<file path="src/rtl/hub75_pkg.sv">
// Shared HUB75 scan definitions: default geometry, state encoding and BCM weighting.
package hub75_pkg;

  localparam int unsigned DEF_ROW_BITS     = 5;
  localparam int unsigned DEF_PLANES       = 8;
  localparam int unsigned DEF_BASE_OE      = 16;
  localparam int unsigned DEF_BLANK_CYCLES = 2;

  localparam logic [2:0] ST_IDLE       = 3'd0;
  localparam logic [2:0] ST_START      = 3'd1;
  localparam logic [2:0] ST_WAIT       = 3'd2;
  localparam logic [2:0] ST_BLANK_PRE  = 3'd3;
  localparam logic [2:0] ST_LATCH      = 3'd4;
  localparam logic [2:0] ST_BLANK_POST = 3'd5;
  localparam logic [2:0] ST_DISPLAY    = 3'd6;

  typedef enum logic [2:0] {
    IDLE       = ST_IDLE,
    START      = ST_START,
    WAIT       = ST_WAIT,
    BLANK_PRE  = ST_BLANK_PRE,
    LATCH      = ST_LATCH,
    BLANK_POST = ST_BLANK_POST,
    DISPLAY    = ST_DISPLAY
  } state_t;

  // Binary-weighted on-time of a bit-plane.
  function automatic int unsigned oe_cycles(input int unsigned base, input int unsigned plane);
    return base << plane;
  endfunction

endpackage

</file>
<file path="src/rtl/hub75_oe_timer.sv">
// Loadable down-counter; done is high once the loaded count has run out.
module hub75_oe_timer
  import hub75_pkg::*;
#(
  parameter int unsigned W = $clog2(DEF_BASE_OE) + DEF_PLANES
) (
  input  logic         sys_clk,
  input  logic         rst,
  input  logic         load,
  input  logic [W-1:0] value,
  output logic         done
);

  logic [W-1:0] count;

  // done is kept equal to (count == 0) but held in a flop.
  always_ff @(posedge sys_clk) begin
    if (rst) begin
      count <= '0;
      done  <= 1'b1;
    end else if (load) begin
      count <= value;
      done  <= (value == '0);
    end else if (count != '0) begin
      count <= count - W'(1);
      done  <= (count == W'(1));
    end
  end

endmodule

</file>
<file path="src/rtl/hub75_scan_ctrl.sv">
// HUB75 row/bit-plane sequencer: shift request, blank, latch, blank, BCM display.
module hub75_scan_ctrl
  import hub75_pkg::*;
#(
  parameter int unsigned ROW_BITS     = DEF_ROW_BITS,
  parameter int unsigned PLANES       = DEF_PLANES,
  parameter int unsigned BASE_OE      = DEF_BASE_OE,
  parameter int unsigned BLANK_CYCLES = DEF_BLANK_CYCLES,
  localparam int unsigned PL_W        = (PLANES > 1) ? $clog2(PLANES) : 1
) (
  input  logic                sys_clk,
  input  logic                rst,
  input  logic                enable,
  input  logic                shift_busy,
  output logic                shift_start,
  output logic [ROW_BITS-1:0] fetch_row,
  output logic [PL_W-1:0]     fetch_plane,
  output logic [ROW_BITS-1:0] addr,
  output logic                lat,
  output logic                oe_n,
  output logic                frame_done
);

  localparam int unsigned         OE_W       = $clog2(BASE_OE) + PLANES;
  localparam logic [OE_W-1:0]     BLANK_LOAD = OE_W'(BLANK_CYCLES - 1);
  localparam logic [PL_W-1:0]     LAST_PLANE = PL_W'(PLANES - 1);
  localparam logic [ROW_BITS-1:0] LAST_ROW   = '1;

  state_t          state;
  logic            wait_first;
  logic            t_done;
  logic            t_load_c;
  logic [OE_W-1:0] t_value_c;

  // Timer reload points: entering each blank and entering DISPLAY.
  always_comb begin
    t_load_c  = 1'b0;
    t_value_c = BLANK_LOAD;
    unique case (state)
      WAIT:       t_load_c = !wait_first && !shift_busy;
      LATCH:      t_load_c = 1'b1;
      BLANK_POST: begin
        t_load_c  = t_done;
        t_value_c = OE_W'(oe_cycles(BASE_OE, 32'(fetch_plane)) - 1);
      end
      default: ;
    endcase
  end

  hub75_oe_timer #(.W(OE_W)) u_timer (
    .sys_clk (sys_clk),
    .rst     (rst),
    .load    (t_load_c),
    .value   (t_value_c),
    .done    (t_done)
  );

  always_ff @(posedge sys_clk) begin
    if (rst) begin
      state       <= IDLE;
      wait_first  <= 1'b0;
      shift_start <= 1'b0;
      lat         <= 1'b0;
      oe_n        <= 1'b1;
      addr        <= '0;
      fetch_row   <= '0;
      fetch_plane <= '0;
      frame_done  <= 1'b0;
    end else begin
      shift_start <= 1'b0;
      lat         <= 1'b0;
      frame_done  <= 1'b0;
      unique case (state)
        IDLE: begin
          if (enable) begin
            state       <= START;
            shift_start <= 1'b1;
          end
        end
        START: begin
          state      <= WAIT;
          wait_first <= 1'b1;
        end
        // busy only rises the cycle after the start pulse, so skip one look.
        WAIT: begin
          wait_first <= 1'b0;
          if (!wait_first && !shift_busy) begin
            state <= BLANK_PRE;
            addr  <= fetch_row;
          end
        end
        BLANK_PRE: begin
          if (t_done) begin
            state <= LATCH;
            lat   <= 1'b1;
          end
        end
        LATCH: state <= BLANK_POST;
        BLANK_POST: begin
          if (t_done) begin
            state <= DISPLAY;
            oe_n  <= 1'b0;
          end
        end
        DISPLAY: begin
          if (t_done) begin
            oe_n       <= 1'b1;
            frame_done <= (fetch_row == LAST_ROW) && (fetch_plane == LAST_PLANE);
            if (enable) begin
              state       <= START;
              shift_start <= 1'b1;
              if (fetch_plane == LAST_PLANE) begin
                fetch_plane <= '0;
                fetch_row   <= fetch_row + ROW_BITS'(1);
              end else begin
                fetch_plane <= fetch_plane + PL_W'(1);
              end
            end else begin
              state       <= IDLE;
              fetch_row   <= '0;
              fetch_plane <= '0;
            end
          end
        end
        default: state <= IDLE;
      endcase
    end
  end

endmodule

</file>
<file path="config.mk">
export PLATFORM = sky130hd
export DESIGN_NAME = hub75_scan_ctrl
export DESIGN_NICKNAME = d
export VERILOG_FILES = /design/src/rtl/hub75_pkg.sv /design/src/rtl/hub75_oe_timer.sv /design/src/rtl/hub75_scan_ctrl.sv
export SDC_FILE = /design/constraint.sdc
export NUM_CORES = 1
export LEC_CHECK = 0
export CORE_ASPECT_RATIO = 1.25
export CORE_MARGIN = 2
export CORE_UTILIZATION = 45
export DETAILED_ROUTE_END_ITERATION = 7
export DONT_BUFFER_PORTS = 1
export SYNTH_ARGS = -nofsm -noshare
export SYNTH_HDL_FRONTEND = slang
export SYNTH_SLANG_ARGS = --single-unit
</file>
<file path="constraint.sdc">
create_clock -name sys_clk -period 5.5 [get_ports sys_clk]
set_clock_uncertainty 0.1 [all_clocks]
set_input_delay 0 -clock sys_clk [delete_from_list [all_inputs] [get_ports sys_clk]]
set_output_delay 0 -clock sys_clk [all_outputs]
set_load 0.02 [all_outputs]
</file>
Yosys cells after proc, flatten, opt, wreduce, memory -nomap -nowiden
Cells that the tools add are included.
{"block": "totals", "regBits": 34, "wordCells": 76}
{"block": "classes", "bitwise": 3, "eq_ne": 15, "n_shift": 1, "muxes": 25, "reduce_logical": 17, "add_sub_neg": 4}
{"cell": "$mux 12", "n": 3}
{"cell": "$sub 12x1->12 const B", "n": 2}
{"cell": "$mux 3", "n": 7}
{"cell": "$pmux 3 s7", "n": 1}
{"cell": "$eq 12x1->1 const B", "n": 1}
{"cell": "$eq 3x3->1 const B", "n": 4}
{"cell": "$logic_not 12->1", "n": 1}
{"cell": "$reduce_bool 12->1", "n": 1}
{"cell": "$shl 5x3->12 const A", "n": 1}
{"cell": "$mux 5", "n": 2}
{"cell": "$mux 1", "n": 8}
{"cell": "$ne 2x1->1 const B", "n": 4}
{"cell": "$eq 3x2->1 const B", "n": 2}
{"cell": "$pmux 1 s2", "n": 3}
{"cell": "$reduce_and 3->1", "n": 2}
{"cell": "$reduce_bool 2->1", "n": 3}
{"cell": "$add 5x1->5 const B", "n": 1}
{"cell": "$eq 5x5->1 const B", "n": 1}
{"cell": "$reduce_and 5->1", "n": 1}
{"cell": "$ne 2x2->1 const B", "n": 2}
{"cell": "$reduce_and 2->1", "n": 2}
{"cell": "$add 3x1->3 const B", "n": 1}
{"cell": "$eq 3x1->1 const B", "n": 1}
{"cell": "$logic_not 3->1", "n": 1}
{"cell": "other kinds (6)", "n": 10}

Longest topological paths before layout
Gate-level depths: netlist (run 1).
{"block": "depth", "depth_word": 5, "mapped_depth": 7, "depth_no_buf": 6}

Cells and area by module
A second synthesis (run 1) with hierarchy kept.
{"block": "hier_totals", "cells_unflattened": 239, "hier_area_um2": 1969.4}
{"mod": "hub75_scan_ctrl", "seq_area_each_um2": 420.4, "area_per_inst_um2": 1171.1, "n_inst": 1, "cells_each": 138}
{"mod": "hub75_oe_timer", "seq_area_each_um2": 260.2, "area_per_inst_um2": 798.3, "n_inst": 1, "cells_each": 101}

Least setup slack after synthesis (run 1)
OpenSTA, ideal clock, no wires.
{"block": "synth_path", "path_kind": "register to register", "from": "register u_timer.count[0]", "to": "register u_timer.count[6]", "setup_ps": 88, "synth_period_minus_slack_ps": 2067, "slack_ps": 3433, "arrival_time_ps": 1879, "path_stages_with_launch": 8, "cell_sequence": "dfxtp_1 > inv_1 > ha_1 > or4b_1 > or3_1 > buf_6 > and4_4 > o32ai_2"}
{"block": "synth_between", "elab_chain_len": 3}
{"item": "start: declaration", "line": "hub75_oe_timer.sv:14", "rtl": "logic [W-1:0] count;"}
{"item": "start signal: assignment", "line": "hub75_oe_timer.sv:22", "rtl": "count <= value;"}
{"item": "start signal: assignment", "line": "hub75_oe_timer.sv:25", "rtl": "count <= count - W'(1);"}
{"item": "$sub 12x1->12", "line": "hub75_oe_timer.sv:25"}
{"item": "$mux 12", "line": "hub75_oe_timer.sv:24", "rtl": "end else if (count != '0) begin"}
{"item": "$mux 12", "line": "hub75_oe_timer.sv:21", "rtl": "end else if (load) begin"}
Parallel ways exist; a longest one is shown, timed or not. The select of a mux whose other input is x is not followed.
A chain may end at the register's enable or synchronous reset.

Worst setup path after layout (run 1)
Same ends and word-level chain as after synthesis.

==> results of run 1 <==
[registers in the layout, indices dropped and copies added, names as in the netlist]
signal,count
fetch_row,5
fetch_plane,3
state,3
lat,1
shift_start,1
frame_done,1
u_timer.done,1
oe_n,1
u_timer.count,12
addr,5
wait_first,1
[path summary, 6_finish.rpt]
check | endpoint | slack (ns)
worst max-delay path | u_timer.count[6] | 3.21
worst min register to register | u_timer.count[6] | 0.39
worst max register to register | u_timer.count[6] | 3.21
worst min-delay path | addr[1] | 0.18
[cell usage in the layout, fill, tap and decap left out, types with 3 or more instances in the layout]
cell / netlist / routed
dfxtp_1: 34 / 34
a21oi_1: 21 / 21
nor2_1: 20 / 20
inv_1: 12 / 12
nand2_1: 11 / 11
ha_1: 11 / 11
o21ai_0: 10 / 10
nor3_1: 8 / 8
or3_1: 6 / 6
mux2i_1: 6 / 6
clkbuf_8: 0 / 5
nand3_1: 4 / 4
and3_1: 3 / 3
nand4b_1: 3 / 3
nand2b_1: 3 / 3
o22ai_1: 3 / 3
a211oi_1: 3 / 3
a21o_1: 3 / 3
nor4_1: 3 / 3
dlygate4sd3_1: 0 / 3
[power breakdown]
part / leakage [uW] / total, uW / internal (uW) / switching [uW]
combinational: 0.000426 / 331 / 156 / 175
clock: 0.0000441 / 184 / 88.8 / 94.7
sequential: 0.000277 / 354 / 292 / 61.8
total: 0.000748 / 869 / 537 / 332
[layer usage]
| layer | wire length [microns] | share of wire [%] | vias to the layer above |
|---|---|---|---|
| met5 | 0 | 0 | - |
| met4 | 70 | 1.7 | 0 |
| met3 | 208 | 4.9 | 7 |
| met1 | 1830 | 43 | 758 |
| met2 | 2110 | 50 | 37 |
| li1 | - | - | 795 |
[worst register-to-register path: stages (launching register included)]
cell	delay, ns
dfxtp_1	0.35
inv_1	0.09
ha_1	0.18
or4b_1	0.43
or3_1	0.53
o21bai_2	0.33
o32ai_2	0.11
[repair_timing]
action | in CTS | in global routing
hold buffers | 3 | 0
resized for setup | 0 | 0
endpoints found under the hold margin | 34 | 0
[cells by family (layout without fill, tap and decap cells)]
logic type      Yosys count  count (layout)  share of synthesized area [%]
compound gates           62              62                           22.8
xor+xnor                  3               3                           1.42
flops                    34              34                           36.7
mux                       7               7                           3.84
buf+inv                  25              24                           5.53
fa+ha+maj                11              11                           7.41
simple gates             75              75                           22.4
[per-stage QoR]
stage / utilization [%] / hold slack [ns] / cells
final: 49.5 / 0.182 / 272
after global routing: 49.5 / 0.201 / 272
after CTS: 49.5 / 0.165 / 272
after detailed placement: 46.5 / -0.0227 / 261
after global placement: 46.5 / -0.0253 / 261
after floorplan: - / 0.0628 / 217
[layout make-up]
type	count	area (sq um)
Timing Repair Buffer	4	37.5
Clock buffer	5	68.8
Clock inverter	3	21.3
Fill cell	414	2040
Tap cell	56	70.1
Multi-Input combinational cell	158	1070
Inverter	12	45.0
Sequential cell	34	681
==> results.yml, run 1 <==
run_status:
  status: "completed"
routing:
  ant_nets: 0
  drt_iter0_markers: 88
  drc: 0
  routedWlPerCell_microns: 15.5
  first_pass_iters: 4
  num_vias: 1597
  viasPerCell: 5.87
  wirelength_microns: 4220
pwr:
  p_leak_uw: 0.000748
  vdd_drop_max_mv: 0.151
  power.density_nw_per_um2: 435
  fin_total_pwr_uw: 869
yosys:
  synthFlopType: "dfxtp_1"
  syn_nets: 232
  netlist-cell-type-count: 51
  yosys_warnings: 0
  synth_area_sq_um: 1860
  synth_most_common_cell: "dfxtp_1"
  yosysSeqAreaShare_pct: 36.7
  ys_async_sr_fraction_pct: 0
  synthTopCellsByCount: "dfxtp_1, a21oi_1, nor2_1"
  synth_edf_count: 0
  synthCells: 217
  synth_area_leaders: "dfxtp_1, ha_1, a21oi_1, nor2_1, mux2i_1"
  ys_ff_latch: 34
  yosysTopAreaCell: "dfxtp_1"
  synth_top_area_share_pct: 36.7
  avgSynthCellArea_sq_um: 8.56
setup_path:
  cp_data_required_time_ns: 5.53
  worstPathCellList: "inv_1 > ha_1 > or4b_1 > or3_1 > o21bai_2 > o32ai_2"
  worstSetupPathType: "register to register"
  crit_fanout: 8
  crit_buf_inv: 1
  startpoint: "u_timer.count[0]"
  worstSetupStartpointType: "register"
  crit_path_max_incr_delay_ns: 0.53
  cp_slowest_cell: "or3_1"
  reg2reg_depth: 6
  path_delay_family: "simple AND/OR/NAND/NOR gates"
  cp-end-kind: "register"
  cp.depth: 6
  r2r_start: "u_timer.count[0]"
  cp.arrival_ns: 2.32
timing:
  hold_viol: 0
  tightest_slew_ns: 1.08
  grt_setup_unrepaired: "no"
  timing.final.crit_share_pct: 41.7
  fmax_mhz: 436
  finalCriticalPeriod_ns: 2.29
  drv_slew: 0
  final-setup-viol-count: 0
  slew-limit-headroom_pct: 28.0
  setup_ws_ns: 3.21
  setup_tns_ns: 0
floorplanning:
  die_width_microns: 61.5
  rows: 26
  die_area_sq_um: 4660
  core_sq_um: 4030
  initial_core_util_pct: 46.0
  die_y_microns: 75.8
  ios: 21
cts:
  clock_path_buffers: 2
  cts_tree: "yes"
  clkSinkCount: 34
  clock-root-buffer: "clkbuf_8"
  post_cts_buffers: 0
  clock_latency_ns: 0.29
  cts_buffers: 5
  cts.clk_slew.worst_paths_ns: 0.07
  cts.htree.levels: 2
cells_and_area:
  fin_nets: 230
  fin_area_sq_um: 2000
  syn_to_final_growth_pct: 7.55
  drive_gt1_share_pct: 7.87
  num_antenna_cells: 0
global_route:
  grt-busiest-layer: "met2"
  grt_use_met2_pct: 33.7
  use_met1_pct: 24.0
  antenna_found_initial: 0
  grt_use_total_pct: 20.0
  grt_max_degree: 30
  met3_usage_pct: 5.60
  grt_pass1_wl_microns: 7010
  grt_pass1_vias: 1540
  grt_overflow_total: 0
place:
  routabilityCongestion: 0.816
  io_buffers: 0
  postPlaceCellArea_sq_um: 1880
  post-dp-hpwl_microns: 2970
  pre_cts_ws_ns: 3.26
job:
  max_cap_violations: 0
hold_path:
  hold_path.class: "primary input to register"
  min_from: "shift_busy"
  hold_path_depth: 4
Power figures use the tool's default switching activity.
==> run 2: changes to the inputs <==
==> constraint.sdc (replaced) <==
create_clock -name sys_clk -period 2.29 [get_ports sys_clk]
set_clock_uncertainty 0.1 [all_clocks]
set_input_delay 0 -clock sys_clk [delete_from_list [all_inputs] [get_ports sys_clk]]
set_output_delay 0 -clock sys_clk [all_outputs]
set_load 0.02 [all_outputs]
==> run 2 against run 1 <==
Net effect: routed wire length increased by 8.6%; die area unchanged; first-iteration DRC count decreased by 17%; register-to-register slack got worse by 3.1 ns; sequential share of layout area decreased by 3.3 points; cell count increased by 8.1%; setup slack got worse by 3.1 ns; design area increased by 11%; sequential power increased by 140%; core utilization increased by 5.6 points; power increased to 2.5 times the previous value; global-route usage increased by 1.6 points; critical path type unchanged; largest power group is now combinational logic.
==> results.yml, run 2 (synthesized netlist as in run 1, its figures left out) <==
run_status:
  status: "completed"
global_route:
  grt_use_total_pct: 21.5
  antenna_found_initial: 0
  grt_max_degree: 18
  grt_pass1_wl_microns: 7510
  grt_pass1_vias: 1691
  grt_overflow_total: 0
cells_and_area:
  fin_nets: 252
  largest-register: "u_timer.count"
  fin_area_sq_um: 2220
  mostFrequentLayoutCells: "dfxtp_1, a21oi_1, nor2_1"
  num_antenna_cells: 0
  top_regs: "u_timer.count (12), addr (5), fetch_row (5)"
  largest_reg_flops: 12
  drive_gt1_share_pct: 11.3
  final_common_cell: "dfxtp_1"
  syn_to_final_growth_pct: 19.7
timing:
  final-setup-viol-count: 0
  drv_slew: 0
  grt_setup_unrepaired: "no"
  setup_tns_ns: 0
  hold_viol: 0
  fmax_mhz: 457
  timing.final.crit_share_pct: 95.5
  finalCriticalPeriod_ns: 2.19
  slew-limit-headroom_pct: 61.7
  tightest_slew_ns: 0.573
hold_path:
  min_from: "shift_busy"
  min_to: "u_timer.count[4]"
  hold_path_depth: 4
  hold_path.class: "primary input to register"
place:
  routabilityCongestion: 0.815
  postPlaceCellArea_sq_um: 1920
  io_buffers: 0
  post-dp-hpwl_microns: 3090
setup_path:
  cp-end-kind: "register"
  worstSetupPathType: "register to register"
  cpMostUsedCell: "nor2_1"
  reg2reg_depth: 6
  r2r_start: "wait_first"
  crit_fanout: 5
  worstSetupStartpointType: "register"
  worstPathCellList: "or4b_4 > nor2_1 > buf_4 > mux2i_1 > nor2_1 > dlygate4sd3_1"
  rr_endpoint: "addr[4]"
  cp.arrival_ns: 2.27
  cp_slowest_cell: "or4b_4"
  r2r_slack_ns: 0.10
  cp_data_required_time_ns: 2.37
  crit_path_max_incr_delay_ns: 0.54
cts:
  clock_path_buffers: 2
  clock_latency_ns: 0.29
  cts_buffers: 5
  cts.htree.levels: 2
  cts_tree: "yes"
  clkSinkCount: 34
  cts.clk_slew.worst_paths_ns: 0.07
  clock-root-buffer: "clkbuf_8"
pwr:
  fin_total_pwr_uw: 2180
  vdd_drop_max_mv: 0.392
  power.density_nw_per_um2: 981
  p_leak_uw: 0.000894
floorplanning:
  initial_core_util_pct: 46.0
  die_width_microns: 61.5
  rows: 26
  core_sq_um: 4030
  ios: 21
  die_area_sq_um: 4660
  die_y_microns: 75.8
routing:
  wirelength_microns: 4580
  drc: 0
  ant_nets: 0
  num_vias: 1700
  first_pass_iters: 4
  viasPerCell: 5.78
  routedWlPerCell_microns: 15.6
  drt_iter0_markers: 73
job:
  max_cap_violations: 0
[run 2: power breakdown]
part	leakage (uW)	switching, uW	internal, uW
combinational	0.000568	451	426
clock	0.0000482	219	242
sequential	0.000278	138	704
[run 2: what timing repair did]
action,4_1_cts,5_1_grt
hold endpoints to repair,34,0
hold buffers,19,0
endpoints found under the setup margin,0,14
resized for setup,0,7
setup buffers,0,0
[run 2: worst max path at each step]
stage / endpoint / cells past startpoint / from
floorplan: u_timer.count[6] / 7 / u_timer.count[0]
CTS: u_timer.count[6] / 6 / u_timer.count[0]
global placement: u_timer.count[6] / 6 / u_timer.count[0]
global route: addr[3] / 6 / wait_first
detailed placement: u_timer.count[6] / 6 / u_timer.count[0]
finish: addr[4] / 6 / wait_first
[run 2: routing by layer]
layer	wire (microns)	GRT usage, %	up-vias	share of wire [%]
met4	70	9.22	0	1.5
met5	0	0	-	0
met3	242	6.79	7	5.3
met1	1860	23.5	817	41
li1	-	-	834	-
met2	2400	37.8	42	52
[run 2: final cells by class]
cell class	count	area, sq um
Clock buffer	7	86.3
Inverter	12	45.0
Sequential cell	34	684
Multi-Input combinational cell	158	1090
Fill cell	407	1810
Clock inverter	1	5.00
Timing Repair Buffer	26	243
Tap cell	56	70.1
[run 2: stage by stage]
| stage | cells | hold WS (ns) | setup slack, ns | utilization, % |
|---|---|---|---|---|
| 2_1_floorplan | 217 | 0.0628 | 0.223 | - |
| 3_3_place_gp | 267 | -0.0248 | 0.125 | 47.6 |
| 3_5_place_dp | 267 | -0.0216 | 0.0117 | 47.6 |
| 4_1_cts | 294 | 0.196 | 0.000117 | 54.6 |
| 5_1_grt | 294 | 0.206 | 0.0169 | 55.1 |
| 6_report | 294 | 0.174 | 0.104 | 55.1 |
[run 2: critical path, delay by kind of cell, from the launching register on]
kind,cells,cell delay [ns]
buf+inv,2,0.70
flops,1,0.35
mux,1,0.22
simple gates,3,0.71
